[config.mk]
export PLATFORM = sky130hd
export DESIGN_NAME = msp430_ram_arbiter
export DESIGN_NICKNAME = d
export VERILOG_FILES = /design/src/rtl/msp430_ram_arb_pkg.sv /design/src/rtl/msp430_ram_arb_rr.sv /design/src/rtl/msp430_ram_arbiter.sv
export SDC_FILE = /design/constraint.sdc
export NUM_CORES = 1
export LEC_CHECK = 0
export CORE_AREA = 2 2 65 67
export DETAILED_ROUTE_END_ITERATION = 10
export DIE_AREA = 0 0 67 69
export PLACE_DENSITY = 0.83
export REMOVE_ABC_BUFFERS = 1
export SLEW_MARGIN = 20
export SYNTH_ARGS = -nofsm -noshare
export SYNTH_HDL_FRONTEND = slang
export SYNTH_SLANG_ARGS = --single-unit
[constraint.sdc]
create_clock -name mclk -period 1.5 [get_ports mclk]
set_clock_uncertainty 0.1 [all_clocks]
set_input_delay 0.3 -clock mclk [delete_from_list [all_inputs] [get_ports mclk]]
set_output_delay 0.3 -clock mclk [all_outputs]
set_load 0.02 [all_outputs]
[src/rtl/msp430_ram_arb_pkg.sv]
// ----------------------------------------------------------------------------
// msp430_ram_arb_pkg
// Shared types and constants for the MSP430 RAM arbiter (CPU vs DMA).
//   req_id_t     : requester identity (CPU, DMA), used for last_gnt tracking
//   arb_state_t  : arbiter state encoding (IDLE, LOCK_CPU, LOCK_DMA)
//   RD_WEN       : byte write-enable pattern (active low) that means "read"
//   GNT_CPU/DMA  : bit positions inside the one-hot grant vector
// Optional feature macro used by the arbiter: RAM_ARB_LOCK_EN
// ----------------------------------------------------------------------------
package msp430_ram_arb_pkg;

    typedef enum logic {
        REQ_CPU = 1'b0,
        REQ_DMA = 1'b1
    } req_id_t;

    typedef enum logic [1:0] {
        ST_IDLE     = 2'd0,
        ST_LOCK_CPU = 2'd1,
        ST_LOCK_DMA = 2'd2
    } arb_state_t;

    localparam logic [1:0] RD_WEN  = 2'b11;

    localparam int GNT_CPU = 0;
    localparam int GNT_DMA = 1;

    // An access is a read only when neither byte lane is write-enabled.
    function automatic logic is_read(input logic [1:0] wen);
        return (wen == RD_WEN);
    endfunction

endpackage

[src/rtl/msp430_ram_arb_rr.sv]
// ----------------------------------------------------------------------------
// msp430_ram_arb_rr
// Purely combinational round-robin pick between the CPU and DMA requesters.
// Ports:
//   cpu_req, dma_req : access requests
//   last_gnt         : requester granted most recently
//   lock_state       : arbiter state; a LOCK_* state restricts the grant to
//                      the lock owner
//   gnt_oh           : one-hot grant, bit GNT_CPU / bit GNT_DMA
// ----------------------------------------------------------------------------
module msp430_ram_arb_rr
    import msp430_ram_arb_pkg::*;
(
    input  logic       cpu_req,
    input  logic       dma_req,
    input  req_id_t    last_gnt,
    input  arb_state_t lock_state,
    output logic [1:0] gnt_oh
);

    always_comb begin
        gnt_oh = 2'b00;
        case (lock_state)
            // Locked: the owner is the only candidate; the other side stalls.
            ST_LOCK_CPU: gnt_oh[GNT_CPU] = cpu_req;
            ST_LOCK_DMA: gnt_oh[GNT_DMA] = dma_req;
            default: begin
                if (cpu_req && dma_req) begin
                    // Contention: whoever was not served last goes first.
                    if (last_gnt == REQ_DMA) gnt_oh[GNT_CPU] = 1'b1;
                    else                     gnt_oh[GNT_DMA] = 1'b1;
                end else if (cpu_req) begin
                    gnt_oh[GNT_CPU] = 1'b1;
                end else if (dma_req) begin
                    gnt_oh[GNT_DMA] = 1'b1;
                end
            end
        endcase
    end

endmodule

[src/rtl/msp430_ram_arbiter.sv]
// ----------------------------------------------------------------------------
// msp430_ram_arbiter
// Shares one single-port MSP430 data RAM between the CPU and a DMA engine.
// The grant is combinational in the request cycle; read data comes back one
// cycle later and is steered to the requester that issued the read.
//
// Parameters:
//   ADDR_MSB : MSB of the RAM word address
//   MEM_SIZE : RAM size in bytes (word depth MEM_SIZE/2)
// Ports:
//   mclk, puc_rst                       : clock, async active-high reset
//   cpu_req/addr/wen/din/lock           : CPU request side (wen active low)
//   cpu_gnt, cpu_dout, cpu_dout_vld     : CPU grant and read response
//   dma_*                               : same set for the DMA requester
//   ram_addr/cen/wen/din, ram_dout      : RAM macro interface
//
// Optional feature: define RAM_ARB_LOCK_EN to let a requester hold the RAM
// across consecutive cycles with its *_lock input. Without it the lock inputs
// are ignored and the arbiter stays in IDLE.
// ----------------------------------------------------------------------------
module msp430_ram_arbiter
    import msp430_ram_arb_pkg::*;
#(
    parameter int ADDR_MSB = 6,
    parameter int MEM_SIZE = 256
) (
    input  logic                mclk,
    input  logic                puc_rst,

    input  logic                cpu_req,
    input  logic [ADDR_MSB:0]   cpu_addr,
    input  logic [1:0]          cpu_wen,
    input  logic [15:0]         cpu_din,
    input  logic                cpu_lock,
    output logic                cpu_gnt,
    output logic [15:0]         cpu_dout,
    output logic                cpu_dout_vld,

    input  logic                dma_req,
    input  logic [ADDR_MSB:0]   dma_addr,
    input  logic [1:0]          dma_wen,
    input  logic [15:0]         dma_din,
    input  logic                dma_lock,
    output logic                dma_gnt,
    output logic [15:0]         dma_dout,
    output logic                dma_dout_vld,

    output logic [ADDR_MSB:0]   ram_addr,
    output logic                ram_cen,
    output logic [1:0]          ram_wen,
    output logic [15:0]         ram_din,
    input  logic [15:0]         ram_dout
);

    localparam int unsigned MEM_DEPTH = MEM_SIZE / 2;

    arb_state_t state_q,    state_d;
    req_id_t    last_gnt_q, last_gnt_d;
    logic       cpu_vld_q,  cpu_vld_d;
    logic       dma_vld_q,  dma_vld_d;
    logic       oor_q,      oor_d;

    logic [1:0]        gnt_oh;
    logic              any_gnt;
    logic [ADDR_MSB:0] win_addr;
    logic [1:0]        win_wen;
    logic [15:0]       win_din;
    logic              win_oor;

    msp430_ram_arb_rr u_rr (
        .cpu_req    (cpu_req),
        .dma_req    (dma_req),
        .last_gnt   (last_gnt_q),
        .lock_state (state_q),
        .gnt_oh     (gnt_oh)
    );

    // No grant may leave the arbiter while reset is held.
    assign cpu_gnt = gnt_oh[GNT_CPU] & ~puc_rst;
    assign dma_gnt = gnt_oh[GNT_DMA] & ~puc_rst;
    assign any_gnt = cpu_gnt | dma_gnt;

    // ------------------------------------------------------------------
    // Request cycle: winner mux and RAM drive
    // ------------------------------------------------------------------
    always_comb begin
        win_addr = dma_gnt ? dma_addr : cpu_addr;
        win_wen  = dma_gnt ? dma_wen  : cpu_wen;
        win_din  = dma_gnt ? dma_din  : cpu_din;
        win_oor  = (32'(win_addr) >= MEM_DEPTH);

        ram_addr = any_gnt ? win_addr : '0;
        ram_din  = any_gnt ? win_din  : 16'h0000;
        ram_wen  = any_gnt ? win_wen  : RD_WEN;
        // Out-of-range accesses are granted but never reach the RAM.
        ram_cen  = ~(any_gnt & ~win_oor);
    end

    // ------------------------------------------------------------------
    // Next-state: response tracking, round-robin history, lock FSM
    // ------------------------------------------------------------------
    always_comb begin
        cpu_vld_d  = cpu_gnt & is_read(win_wen);
        dma_vld_d  = dma_gnt & is_read(win_wen);
        oor_d      = any_gnt & win_oor;

        last_gnt_d = last_gnt_q;
        if (cpu_gnt)      last_gnt_d = REQ_CPU;
        else if (dma_gnt) last_gnt_d = REQ_DMA;

`ifdef RAM_ARB_LOCK_EN
        state_d = state_q;
        case (state_q)
            ST_IDLE: begin
                if (cpu_gnt && cpu_lock)      state_d = ST_LOCK_CPU;
                else if (dma_gnt && dma_lock) state_d = ST_LOCK_DMA;
            end
            // The lock ends in the first owner cycle that either drops the
            // request or stops asserting lock; that cycle still belongs to
            // the owner.
            ST_LOCK_CPU: begin
                if (!cpu_req || !cpu_lock) state_d = ST_IDLE;
            end
            ST_LOCK_DMA: begin
                if (!dma_req || !dma_lock) state_d = ST_IDLE;
            end
            default: state_d = ST_IDLE;
        endcase
`else
        state_d = ST_IDLE;
`endif
    end

`ifndef RAM_ARB_LOCK_EN
    logic unused_lock;
    assign unused_lock = cpu_lock ^ dma_lock;
`endif

    // ------------------------------------------------------------------
    // Response cycle: state registers
    // ------------------------------------------------------------------
    always_ff @(posedge mclk or posedge puc_rst) begin
        if (puc_rst) begin
            state_q    <= ST_IDLE;
            last_gnt_q <= REQ_DMA;
            cpu_vld_q  <= 1'b0;
            dma_vld_q  <= 1'b0;
            oor_q      <= 1'b0;
        end else begin
            state_q    <= state_d;
            last_gnt_q <= last_gnt_d;
            cpu_vld_q  <= cpu_vld_d;
            dma_vld_q  <= dma_vld_d;
            oor_q      <= oor_d;
        end
    end

    // Read data is routed only to the requester that owns the response;
    // an out-of-range read returns zero because the RAM was never enabled.
    assign cpu_dout_vld = cpu_vld_q;
    assign dma_dout_vld = dma_vld_q;
    assign cpu_dout     = (cpu_vld_q && !oor_q) ? ram_dout : 16'h0000;
    assign dma_dout     = (dma_vld_q && !oor_q) ? ram_dout : 16'h0000;

endmodule
**After elaboration in Yosys (flattened, before gate mapping)**

Cells that the tools add are included.
Widths: inputs -> output; s select.

- Muxes and demuxes: 16
- Bitwise logic cells: 7
- Equality and inequality tests: 1
- Reduce and logical (&&, ||, !) cells: 2

Operators with widths:

| kind | number |
|---|---|
| $mux 16 | 4 |
| $mux 7 | 2 |
| $mux 1 | 7 |
| $mux 2 | 3 |
| $and 1x1->1 | 4 |
| $eq 2x2->1 const B | 1 |
| $not 1->1 | 2 |
| $reduce_bool 2->1 | 1 |
| $logic_and 1x1->1 | 1 |
| $or 1x1->1 | 1 |

- Logic and storage cells: 29
- Input port bits: 72
- Bits in registers: 3
- Output and inout port bits: 62

**Longest topological paths before layout**

- Word-level depth: 7
- Mapped depth: 4
- Gate-level depth less buffers: 3

**Hierarchy**

A second synthesis with hierarchy kept.

- Cell total of the unflattened synthesis: 90
- Area, all modules: 723.2 µm²

Modules (own cells, without submodules):

| module | area each (µm²) | times used | cells each |
|---|---|---|---|
| msp430_ram_arbiter | 664.4 | 1 | 81 |
| msp430_ram_arb_rr | 58.8 | 1 | 9 |

**Worst setup path before layout**

OpenSTA, ideal clock, no wires.

- Kind: reg2out
- From: register last_gnt_q
- To: output port ram_din[10]
- Buffers on the path: 1
- Path slack: -140 ps
- Stages on the path, launching flop included: 5
- Arrival: 1240 ps
- Required time: 1100 ps
- Path through: dfstp_2 > inv_1 > a21oi_4 > buf_6 > a22o_1

- Longest elaborated chain between the ends: 5
- Elaborated cells between the ends (all ways): 8

RTL lines:

| element | RTL line | RTL |
|---|---|---|
| start, declared | msp430_ram_arbiter.sv:58 | `req_id_t last_gnt_q, last_gnt_d;` |
| start signal, assigned | msp430_ram_arbiter.sv:151 | `last_gnt_q <= last_gnt_d;` |
| $mux 1 | msp430_ram_arb_rr.sv:30 | `if (last_gnt == REQ_DMA) gnt_oh[GNT_CPU] = 1'b1;` |
| $mux 2 | msp430_ram_arb_rr.sv:28 | `if (cpu_req && dma_req) begin` |
| $and 1x1->1 | msp430_ram_arbiter.sv:79 | `assign cpu_gnt = gnt_oh[GNT_CPU] & ~puc_rst;` |
| named net cpu_gnt | msp430_ram_arbiter.sv:35 | `output logic cpu_gnt,` |
| $or 1x1->1 | msp430_ram_arbiter.sv:81 | `assign any_gnt = cpu_gnt \| dma_gnt;` |
| $mux 16 | msp430_ram_arbiter.sv:93 | `ram_din = any_gnt ? win_din : 16'h0000;` |
| end, declared | msp430_ram_arbiter.sv:51 | `output logic [15:0] ram_din,` |

The timed path passes the listed nets, and every way through them passes these cells.

**Worst setup path after layout**

- From: register last_gnt_q
- To: output port ram_addr[4]

- Longest elaborated chain between the ends: 5
- Elaborated cells between the ends (all ways): 8

RTL lines:

| element | RTL line | RTL |
|---|---|---|
| $mux 1 | msp430_ram_arb_rr.sv:30 |  |
| $mux 2 (*) | msp430_ram_arb_rr.sv:28 |  |
| $and 1x1->1, on equally long branches | msp430_ram_arbiter.sv:80, msp430_ram_arbiter.sv:79 |  |
| $mux 7 or $or 1x1->1 (tied branches) | msp430_ram_arbiter.sv:87, msp430_ram_arbiter.sv:81 |  |
| $mux 7 (*) | msp430_ram_arbiter.sv:92 | `ram_addr = any_gnt ? win_addr : '0;` |
| end, declared | msp430_ram_arbiter.sv:48 | `output logic [ADDR_MSB:0] ram_addr,` |

Mark *: on every way between the ends. The rest lies on a longest branch, timed or not.

==> impl_metrics.yaml <==
clock_network:
  root_buffer: "clkbuf_8"
  cts.sinks: 3
  clock_path_buffers: 2
  cts_tree: "done"
  htree_levels: 1
  clk_pin_slew_ns: 0.03
  clk_latency_ns: 0.22
  cts_inserted_buffers: 3
final_layout:
  num-nets-final: 303
  syn2layout_area_growth_pct: 218
  seqCellArea_um2: 76.3
  fin_util_pct: 55.9
  multiInputGateArea_um2: 602
  layout-drive-gt1-share_pct: 41.7
  diodes: 0
  n_fill_cell: 373
run_status:
  violations: "negative setup slack"
  status: "finished with violations"
setup_path:
  r2r-start: "last_gnt_q"
  crit_type: "reg -> out"
  cp_max_fo: 6
  slowest_delay_ns: 0.54
  critPathCaptureType: "output port"
  critPathRequiredTime_ns: 1.10
  cp.buffers_inverters: 4
  critPathTopFamily: "flip-flops"
  r2r_end: "cpu_dout_vld"
  reg2reg_setup_slack_ns: 0.05
  critPathLaunchType: "register"
  timing.critical_path.cells: "inv_2, a21oi_4, buf_12, clkbuf_16, a22o_1, buf_6"
  arrival_ns: 1.51
  worstRegToRegCells: 5
  cpMaxStageDelayCell: "dfstp_2"
floorplan:
  die_area_um2: 4620
  core_area_um2: 3910
  die_h_um: 69
  initial_core_util_pct: 17.6
  num_rows: 23
  die_x_um: 67
  io_pins: 134
pwr:
  comb_power_share_pct: 67.2
  leakagePower_nw: 1.08
  p_switching_uw: 349
  peakVddDrop_v: 0.000187
  clkPwrFrac_pct: 23.2
  pwr-share-seq_pct: 9.6
  switching_share_pct: 33.8
  internal-power_uw: 683
  power_density_nw_per_um2: 472
  power_mw: 1.03
yosys:
  yosys.area.top_type: "and2_1"
  synth_warnings: 0
  syn_inst: 84
  synth.top_cells.by_area: "and2_1 29%, a22o_1 24%, dfrtp_1 7.3%"
  syn_area_per_cell_um2: 8.19
  ys_seq_area_share_pct: 11.1
  synth.top_cell.area_share_pct: 29.1
  synthDistinctLibCells: 19
  synth_seq_cells: 3
  syn_area_um2: 688
detailed_routing:
  drc_errors: 0
  routed_wirelength_um: 4190
  drt-initial-drc-count: 19
  via_per_inst: 4.51
  wl_per_cell_um: 15.0
  postRouteAntennaNets: 0
  via_count: 1262
  dr.pass1.iters: 4
sta:
  setup_viol: 27
  tightest_slew_ns: 0.291
  fmax_mhz: 523
  post-route-min-period_ns: 1.91
  hold-worst-slack_ns: 0.129
  relSlewSlack_pct: 80.6
  rsz0062_at_grt: "yes"
  final_max_slew_viol_count: 0
  hold_viol_final: 0
  setup_tns_ns: -10.12
  layout_worst_path_cycle_share_pct: 127
  worst_slack_ns: -0.412
global_routing:
  grt_usage_pct: 17.6
  first_global_vias: 1385
  grt_pass1_wl_um: 6310
  grt_max_degree: 18
  antenna_found_initial: 0
  grt_overflow: 0
placement:
  portBuffers: 131
  pre_cts_ws_ns: -1.03
  gp_congestion: 0.698
  dp_hpwl_um: 3150
min_path:
  worstHoldPathType: "in -> async"
job:
  cap_viol_max_count: 0
-- cells in the mapped netlist --
master,n
dfstp_2,1
a22o_1,19
nand2_1,2
a21oi_4,1
nand2b_4,2
a22o_2,4
o21a_1,1
inv_1,4
a21oi_1,2
dfrtp_1,2
nor2_8,1
clkbuf_1,2
nor3_1,2
and2_1,32
and2_4,1
buf_6,4
nor3_2,1
o211a_1,1
o21ai_0,2
-- metrics by stage --
stage	cell area [um2]	std cells
2_1_floorplan	636	78
3_3_place_gp	2110	267
3_5_place_dp	2110	267
4_1_cts	2150	278
5_1_grt	2190	280
6_report	2190	280
-- placed cells by master, fill, tap and decap left out, types with 2 or more instances in the layout --
| master | n |
|---|---|
| buf_2 | 30 |
| a21oi_4 | 3 |
| and2_1 | 32 |
| clkbuf_8 | 3 |
| a22o_1 | 19 |
| a22o_2 | 3 |
| nand2b_4 | 2 |
| nand2_1 | 2 |
| clkdlybuf4s50_1 | 66 |
| buf_6 | 22 |
| inv_1 | 3 |
| dlygate4sd2_1 | 5 |
| buf_16 | 2 |
| o21ai_0 | 2 |
| buf_12 | 4 |
| nor3_2 | 3 |
| dfrtp_1 | 2 |
| buf_4 | 14 |
-- power by group through the flow --
stage | registers [mW] | logic [mW] | clock network [mW]
floorplan | 0.102 | 0.222 | 0
global placement | 0.0983 | 0.608 | 0
detailed placement | 0.0988 | 0.616 | 0
CTS | 0.0992 | 0.683 | 0.245
global route | 0.100 | 0.734 | 0.254
finish | 0.0991 | 0.693 | 0.240
-- layout make-up --
class	instances	area share (%)
timing repair buffer	146	63.4
multi-input combinational	73	27.5
sequential	3	3.49
tap	50	2.86
clock buffer	4	2.06
inverter	4	0.686
-- timing repair --
action | in CTS | in global routing
gates resized for setup | 304 | 4
hold buffers | 0 | 0
setup endpoints to repair | 63 | 30
cloned | 4 | 1
setup buffers | 4 | 1
pin swaps | 11 | 8
-- state kept, by name, summed over array words and instances (netlist names) --
register / cells
last_gnt_q: 1
dma_dout_vld: 1
cpu_dout_vld: 1
-- worst register-to-register path, stage by stage, from the launching register on --
cell,delay [ns]
dfstp_2,0.54
and2_4,0.23
buf_6,0.13
buf_4,0.11
nor3_2,0.04
o21a_1,0.18
-- routing by layer --
metal	global-route usage, %	vias up	share of wire (%)
met5	0	-	0
met2	34.2	101	52
met4	6.35	0	1.5
met1	15.5	558	31
li1	-	596	-
met3	6.85	7	16
-- cells by family after synthesis --
kind of cell,share of synthesized area [%]
AO/OA/AOI/OAI,37.8
buffers and inverters,9.82
AND/OR/NAND/NOR,41.3
flip-flops,11.1
-- worst max-delay path by stage --
stage,from,to,slack [ns],cells after the start
after detailed placement,dma_req,ram_din[12],-1.03,5
after global routing,last_gnt_q,ram_din[4],-0.46,6
after floorplan,last_gnt_q,ram_addr[2],-0.32,3
final,last_gnt_q,ram_addr[4],-0.41,6
after CTS,last_gnt_q,ram_din[14],-0.43,6
after global placement,dma_req,ram_din[15],-1.01,5
No activity file was read; power rests on OpenSTA's default activity.
